<file path="config.mk">
export PLATFORM = sky130hd
export DESIGN_NAME = instruction_sequencer
export DESIGN_NICKNAME = d
export VERILOG_FILES = /design/src/rtl/instruction_sequencer.sv
export SDC_FILE = /design/constraint.sdc
export NUM_CORES = 1
export LEC_CHECK = 0
export ABC_AREA = 1
export CAP_MARGIN = 20
export CORE_MARGIN = 3
export CORE_UTILIZATION = 50
export CTS_CLUSTER_SIZE = 40
export DETAILED_ROUTE_END_ITERATION = 10
export GPL_TIMING_DRIVEN = 0
export PLACE_DENSITY = 0.76
export SKIP_CTS_REPAIR_TIMING = 1
export SLEW_MARGIN = 20
export SYNTH_ARGS = -nofsm -noshare
export SYNTH_HDL_FRONTEND = slang
export SYNTH_SLANG_ARGS = --single-unit
</file>
<file path="constraint.sdc">
create_clock -name clock -period 5.8 [get_ports clock]
set_input_delay 1.16 -clock clock [delete_from_list [all_inputs] [get_ports clock]]
set_output_delay 1.16 -clock clock [all_outputs]
set_load 0.05 [all_outputs]
</file>
<file path="src/rtl/instruction_sequencer.sv">
// instruction_sequencer: fetch/decode/execute sequencer forwarding core words and running local control ops.
// Define SEQ_HALT_ON_ILLEGAL_EN to stop in HALT on opcode E/F instead of treating it as a NOP.
module instruction_sequencer #(
  parameter int WIDTH = 16,
  parameter int ROM_AW = 16,
  parameter logic [WIDTH-1:0] RESET_IP = '0
) (
  input  logic              clock,
  input  logic              reset_n,
  input  logic              run,
  output logic              rom_req,
  output logic [ROM_AW-1:0] rom_addr,
  input  logic              rom_ack,
  input  logic [15:0]       rom_data,
  output logic [14:0]       instr_out,
  output logic              instr_valid,
  input  logic              instr_ready,
  output logic              mem_req,
  output logic              mem_we,
  output logic [WIDTH-1:0]  mem_addr,
  output logic [WIDTH-1:0]  mem_wdata,
  input  logic              mem_ack,
  input  logic [WIDTH-1:0]  mem_rdata,
  input  logic              reg_wr_en,
  input  logic [2:0]        reg_wr_sel,
  input  logic [WIDTH-1:0]  reg_wr_data,
  output logic [3:0]        flags_out,
  output logic [2:0]        state_out,
  output logic              illegal
);
  typedef enum logic [2:0] {IDLE, FETCH, EXEC, FWD, MEM, HALT} state_t;
  state_t state, state_n, nx;
  logic [WIDTH-1:0] regs [8];
  logic [WIDTH-1:0] a, b, res, cv, ipn;
  logic [WIDTH:0] sum;
  logic [15:0] ir, ct;
  logic [3:0] flags, op, cond, fn;
  logic [2:0] ra, rb, cs;
  logic [ROM_AW-1:0] fa;
  logic disc, take, ex, ov, cw, done, hip, hlt, bad, fu;
  assign op = ir[14:11];
  assign cond = ir[10:7];
  assign ra = ir[6:4];
  assign rb = ir[3:1];
  assign a = regs[ra];
  assign b = regs[rb];
  // condition table indexed by cond; flags are {Z,O,S,C}
  assign ct = {!flags[0] | flags[3], flags[0] & !flags[3], !flags[2], flags[2], 1'b0, 1'b1,
               !flags[1], flags[1], !flags[0], flags[0], flags[3] | (flags[1] != flags[2]),
               flags[1] == flags[2], flags[1] != flags[2], !flags[3] & (flags[1] == flags[2]),
               !flags[3], flags[3]};
  assign take = ct[cond];
  assign bad = state == EXEC && !ir[0] && op >= 4'hE;
`ifdef SEQ_HALT_ON_ILLEGAL_EN
  assign hlt = bad;
`else
  assign hlt = 1'b0;
`endif
  assign ex = state == EXEC && !ir[0] && take;
  assign hip = reg_wr_en && reg_wr_sel == 3'd7;
  assign cw = (ex && op >= 4'd2 && op <= 4'd13) || (state == MEM && mem_ack && !mem_we);
  assign cs = (state == EXEC && op == 4'hD) ? 3'd7 : ra;
  assign cv = state == MEM ? mem_rdata : res;
  assign done = (state == EXEC && !ir[0] && !(ex && op <= 4'd1) && !hlt) ||
                (state == FWD && instr_ready) || (state == MEM && mem_ack);
  // host write beats a core write, which beats the implicit ip increment
  assign ipn = hip ? reg_wr_data : (cw && cs == 3'd7) ? cv : done ? regs[7] + WIDTH'(1) : regs[7];
  assign fu = ex && op >= 4'd3 && op <= 4'd11;
  assign res = sum[WIDTH-1:0];
  assign fn = {res == '0, ov, res[WIDTH-1], sum[WIDTH]};
  assign nx = run ? FETCH : IDLE;
  assign rom_req = state == FETCH;
  assign rom_addr = fa;
  assign instr_out = ir[15:1];
  assign instr_valid = state == FWD;
  assign mem_req = state == MEM;
  assign flags_out = flags;
  assign state_out = state;
  always_comb begin
    sum = '0;
    ov = 1'b0;
    case (op)
      4'h2: sum = {1'b0, b};
      4'h3, 4'h4: begin
        sum = {1'b0, a} + {1'b0, b} + {{WIDTH{1'b0}}, op == 4'h4 && flags[0]};
        ov = (a[WIDTH-1] == b[WIDTH-1]) && (sum[WIDTH-1] != a[WIDTH-1]);
      end
      4'h5, 4'h6: begin
        sum = {1'b0, a} - {1'b0, b} - {{WIDTH{1'b0}}, op == 4'h6 && flags[0]};
        ov = (a[WIDTH-1] != b[WIDTH-1]) && (sum[WIDTH-1] != a[WIDTH-1]);
      end
      4'h7: sum = {1'b0, a & b};
      4'h8: sum = {1'b0, a | b};
      4'h9: sum = {1'b0, a ^ b};
      4'hA: sum = {a, 1'b0};
      4'hB: sum = {a[0], 1'b0, a[WIDTH-1:1]};
      4'hC: sum = {1'b0, {(WIDTH-4){1'b0}}, flags};
      4'hD: sum = {1'b0, a};
      default: sum = '0;
    endcase
  end
  always_comb begin
    state_n = state;
    case (state)
      IDLE:  state_n = nx;
      FETCH: state_n = rom_ack ? ((disc || hip) ? nx : EXEC) : FETCH;
      EXEC:  state_n = ir[0] ? FWD : (take && op <= 4'd1) ? MEM : hlt ? HALT : nx;
      FWD:   state_n = instr_ready ? nx : FWD;
      MEM:   state_n = mem_ack ? nx : MEM;
      HALT:  state_n = hip ? IDLE : HALT;
      default: state_n = IDLE;
    endcase
  end
  always_ff @(posedge clock or negedge reset_n) begin
    if (!reset_n) begin
      state <= IDLE;
      for (int i = 0; i < 7; i++) regs[i] <= '0;
      regs[7] <= RESET_IP;
      flags <= '0;
      ir <= '0;
      disc <= 1'b0;
      fa <= '0;
      mem_addr <= '0;
      mem_wdata <= '0;
      mem_we <= 1'b0;
      illegal <= 1'b0;
    end else begin
      state <= state_n;
      for (int i = 0; i < 7; i++)
        regs[i] <= (reg_wr_en && reg_wr_sel == 3'(i)) ? reg_wr_data : (cw && cs == 3'(i)) ? cv : regs[i];
      regs[7] <= ipn;
      if (fu) flags <= fn;
      if (state == FETCH && rom_ack) ir <= rom_data;
      // an ip rewrite mid-fetch lets the old request finish, then refetches from the new ip
      disc <= state == FETCH && !rom_ack && (disc || hip);
      if (state_n == FETCH && (state != FETCH || rom_ack)) fa <= ipn[ROM_AW-1:0];
      if (ex && op <= 4'd1) begin
        mem_addr <= b;
        mem_wdata <= a;
        mem_we <= op[0];
      end
      illegal <= illegal | bad;
    end
  end
endmodule

</file>
# Word level (Yosys, flattened, before mapping)
# Index checks and enable logic that the tools add are counted.
[op_classes]
eq_ne = 39
order_cmp = 9
n_bitwise = 10
muxes = 38
n_addsub = 5
n_reduce_logical = 64
[op_table]
columns = ["op", "n"]
rows = [
  ["two-way mux 16 bit", 22],
  ["case mux 17 bit (10 select lines)", 1],
  ["binary-select mux 16 bit (select 3 bit)", 2],
  ["logical AND 1 bit", 38],
  ["== test 3 bit, second input constant", 10],
  ["== test 4 bit, second input constant", 6],
  ["== test 3 x 2 -> 1 bit, second input constant", 6],
  ["case mux 3 bit (6 select lines)", 1],
  ["adder 16 x 16 -> 17 bit", 1],
  ["adder 17 x 1 -> 17 bit", 1],
  ["subtractor 16 x 16 -> 17 bit", 1],
  ["subtractor 17 x 1 -> 17 bit", 1],
  ["adder 16 x 1 -> 16 bit, second input constant", 1],
  ["bitwise AND 16 bit", 1],
  ["== test 4 x 3 -> 1 bit, second input constant", 4],
  ["zero test 16 bit", 1],
  ["bitwise OR 16 bit", 1],
  ["bitwise XOR 16 bit", 1],
  ["two-way mux 3 bit", 5],
  ["nonzero test 2 bit", 7],
  ["== test 3 x 1 -> 1 bit, second input constant", 4],
  ["greater-or-equal comparator 4 bit, second input constant", 3],
  ["zero test 3 bit", 3],
  ["== test 4 x 2 -> 1 bit, second input constant", 2],
  ["other kinds (17)", 42],
]
[word_totals]
input_bits = 58
out_inout_bits = 75
register_bits = 202

# Logic depth before layout (Yosys ltp)
[logic_depth]
word_depth = 13
ltp_mapped = 28

# Least setup slack after synthesis
# Ideal clock, no wire load.
[synth_path]
kind = "register -> register"
startpoint = "register ir[1]"
endpoint = "register regs[88] (netlist name)"
slack_ns = 2.110
stages_incl_launch_ff = 24
setup_ns = 0.139
arrival_ns = 3.551
t_required_ns = 5.661
cell_sequence = "dfrtp_1 buf_4 buf_4 buf_2 o21ai_0 o21ai_0 nand2_1 o21ai_0 fa_1 fa_1 inv_1 nor2_1 o21ai_0 nand2_1 nand2_1 a21oi_1 o21ai_0 nand3b_1 nor2_1 nand3b_1 o21ai_1 inv_1 nand2_1 o221ai_1"
[synth_via]
elab_chain_cells = 10
elab_cells_between_ends = 15
classes_between = "add/sub: 4; mux: 7; bitwise: 4"
[synth_lines]
columns = ["item", "line_no", "text"]
rows = [
  ["start: declaration", "36", "logic [15:0] ir, ct;"],
  ["start signal: assignment", "133", "if (state == FETCH && rom_ack) ir <= rom_data;"],
  ["inverter 3 -> 4 bit (not written as such) *", "46", "assign b = regs[rb];"],
  ["binary-select mux 16 bit (select 3 bit) *", "46", ""],
  ["two-way mux 16 bit (not written as such) * (2 in series)", "46", ""],
  ["net b[0]", "34", "logic [WIDTH-1:0] a, b, res, cv, ipn;"],
  ["subtractor 16 x 16 -> 17 bit or adder 16 x 16 -> 17 bit (tied branches)", "89, 85", ""],
  ["subtractor 17 x 1 -> 17 bit or adder 17 x 1 -> 17 bit (tied branches)", "89, 85", ""],
  ["case mux 17 bit (10 select lines) *", "82", "case (op)"],
  ["two-way mux 16 bit *", "63", "assign cv = state == MEM ? mem_rdata : res;"],
  ["two-way mux 16 bit * (2 in series)", "130", "regs[i] <= (reg_wr_en && reg_wr_sel == 3'(i)) ? reg_wr_data : (cw && cs == 3'(i)) ? cv : regs[i];"],
  ["end signal: indexed assignment", "130", ""],
  ["end: declaration", "33", "logic [WIDTH-1:0] regs [8];"],
]
# The timed path passes the listed nets; every way through them passes the cells marked *. The select of a mux whose other input is x is not followed.
# A chain may end at the register's enable or synchronous reset.

# Worst setup path after layout
# Same ends and word-level chain as after synthesis.

==> out/metrics.cfg <==
[detailed_routing]
vias_per_cell = 6.24
drt-pass1-iter-count = 6
ant_nets = 0
vias = 17100
drc = 0
routed_wl_um = 68400
wl_per_cell_um = 25.0
drt_iter0_drc = 2288

[synth]
ys_types = 53
synth_compound_area_share_pct = 23.1
muxShareOfSynthArea_pct = 0.0741
synth_top_area_share_pct = 33.3
synth-adder-area-share_pct = 5.55
async_flop_share_pct = 100
ys_seq_elements = 202
synthCells = 2174
synth_xor_area_share_pct = 0.979
synth-main-ff-cell = dfrtp_1
avgSynthCellArea_um2 = 6.99
ys_warn_count = 0
syn-num-nets = 2297
synth_top_family_by_area = simple AND/OR/NAND/NOR gates
synth.area.top_cells = dfrtp_1 (33%), nand2_1 (13%), o21ai_0 (7.4%)
synth_area_um2 = 15200
seq_area_frac_synth_pct = 33.3
synth_edf_count = 0
synthSimpleGateAreaFrac_pct = 25.8
yosysTopAreaCell = dfrtp_1

[floorplanning]
initial_utilization_pct = 51.0
chipHeight_um = 180
core_um2 = 29800
die_x_um = 180
ios = 133
dieArea_um2 = 32500
rows = 63

[job]
maxCapViolations = 0

[cts]
htreeDepth = 1
cts.sinks = 202
clk_latency_ns = 0.58
cts_root_buffer = clkbuf_16
clk_path_buf_depth = 3
numCtsBuffers = 24
clk_pin_slew_ns = 0.06
cts_tree = yes

[worst_setup_path]
worstSetupEndpointType = flip-flop
cp-start-kind = flip-flop
reg2reg_depth = 20
crit_fanout = 10
timing.rr.end = regs[88]$_DFFE_PN0P_
worstPathArrival_ns = 6.10
reg2reg_from = ir[1]$_DFFE_PN0P_
cp.required_ns = 6.23
crit_type = flip-flop to flip-flop
rrSetupSlack_ns = 0.12

[placement]
port_buffers = 128
place.gp.congestion = 1.06
place_hpwl_um = 52900

[finish]
synthToLayoutAreaGrowth_pct = 17.5
fillers = 2784
drive_gt1_share_pct = 8.48
nNetsFinal = 2453
fin_util_pct = 59.9

[sta]
tightestPinTransition_ns = 1.06
hold_viol_final = 0
fmax_mhz = 176
setup_viol = 0
period_needed_ns = 5.68
slew_viol_final = 0
fin_skew_ns = 0.0488
maxSlewHeadroom_pct = 29.6
timing.final.crit_share_pct = 97.9
rsz0062_at_grt = no

[global_routing]
first_global_vias = 16300
antenna_found_initial = 1
gr-usage-all-layers_pct = 40.6
grt_start_max_net_pins = 78
grt_pass1_wl_um = 101000
overflow = 0

[min_path]
min_to = mem_wdata[14]$_DFFE_PN0P_
hold-path-cell-count = 2
hold_path_class = flip-flop to flip-flop
hold_start = mem_wdata[14]$_DFFE_PN0P_

[status]
status = completed

[per-stage QoR]
stage | setup TNS (ns) | hold WS [ns] | setup slack, ns | area, µm² | std cells
floorplan | 0 | 0.470 | 2.11 | 15200 | 2174
global placement | -1013.77 | 0.465 | -5.05 | 17000 | 2692
detailed placement | 0 | 0.468 | 0.0191 | 17000 | 2694
CTS | 0 | 0.486 | 0.0345 | 17900 | 2738
global route | 0 | 0.503 | 0.0314 | 17900 | 2739
finish | 0 | 0.481 | 0.124 | 17900 | 2739
[worst max path at each step]
| stage | slack [ns] | depth (start not counted) | to | start |
|---|---|---|---|---|
| after detailed placement | 0.02 | 23 | regs[118]$_DFFE_PN0P_ | ir[1]$_DFFE_PN0P_ |
| final | 0.12 | 20 | regs[88]$_DFFE_PN0P_ | ir[1]$_DFFE_PN0P_ |
| after global routing | 0.03 | 20 | regs[104]$_DFFE_PN0P_ | ir[1]$_DFFE_PN0P_ |
| after global placement | -5.05 | 1 | regs[101]$_DFFE_PN0P_ | reset_n |
| after CTS | 0.03 | 23 | regs[22]$_DFFE_PN0P_ | ir[1]$_DFFE_PN0P_ |
| after floorplan | 2.11 | 23 | regs[88]$_DFFE_PN0P_ | ir[1]$_DFFE_PN0P_ |
[synthesized netlist by cell type (31+ instances only)]
cell type    n
a21oi_1    154
buf_2       39
buf_4       31
clkbuf_1    37
dfrtp_1    202
ha_1        61
inv_1      249
nand2_1    533
nand3_1    150
nor2_1     132
o211ai_1    57
o21ai_0    224
o221ai_1    50
o22ai_1     33
[cell usage in the layout (no fill, tap or decap), types with 6 or more instances in the layout]
cell,n
a211oi_1,7
a21oi_1,154
and2_1,11
buf_2,39
buf_4,31
buf_6,10
clkbuf_1,36
clkbuf_16,24
clkdlybuf4s50_1,127
clkinv_1,7
clkinvlp_4,6
dfrtp_1,202
ha_1,61
inv_1,249
inv_2,10
nand2_1,533
nand2_2,10
nand2_4,6
nand3_1,150
nand3b_1,6
nand4_1,11
nor2_1,132
nor3_1,21
nor4_1,6
o211ai_1,57
o211ai_2,8
o21ai_0,223
o21ai_1,19
o21ai_2,8
o221ai_1,50
o22ai_1,33
or2_2,11
xor2_1,16
[area by class of cell]
cell class / instances / area [µm²] / area share [%]
antenna: 1 / 2.50 / 0.0140
buffer: 121 / 696 / 3.89
clock buffer: 26 / 628 / 3.52
clock inverter: 18 / 195 / 1.09
inverter: 268 / 1010 / 5.66
multi-input combinational: 1583 / 8450 / 47.3
sequential: 202 / 5050 / 28.3
tap: 390 / 488 / 2.73
timing repair buffer: 130 / 1340 / 7.51
[worst max-delay path, cell delays in order, from the launching register on]
cell and delay (ns):
dfrtp_1 0.48, inv_2 0.09, clkbuf_1 0.49, nor2_1 0.08
o21ai_0 0.18, inv_1 0.05, o21ai_0 0.72, inv_1 0.15
ha_1 0.44, ha_1 0.42, a21oi_1 0.19, a21boi_0 0.31
nand2_1 0.11, o21ai_0 0.31, nand3b_1 0.23, nor2_1 0.14
nand3b_1 0.08, o21ai_1 0.56, inv_1 0.25, nand2_1 0.15
o221ai_1 0.11
[per-layer routing]
metal  GRT usage [%]  part of all wire, %  vias up
met4            23.9                  7.6        0
met2            66.3                   45     1171
li1                -                    -     7602
met5               0                    0        -
met3            7.23                   10      300
met1            50.5                   37     8006
[logic make-up (layout without fill, tap and decap cells)]
kind of cell               count (synthesis)  after routing
AOI/OAI and AO/OA                        590            590
xor gates and xnor gates                  17             17
adders and majority gates                 65             65
buffers and inverters                    389            563
DFF                                      202            202
muxes                                      1              1
other                                      0              1
and+or+nand+nor                          910            910
[state kept, by name (all words and copies together) (netlist names)]
signal     cells
mem_wdata     16
state_out      3
mem_we         1
regs         128
illegal        1
mem_addr      16
ir            16
rom_addr      16
disc           1
flags_out      4
Power is left out: the tool's default activity adds up to more than one toggle a clock period on the data nets, which glitch-free logic cannot reach.
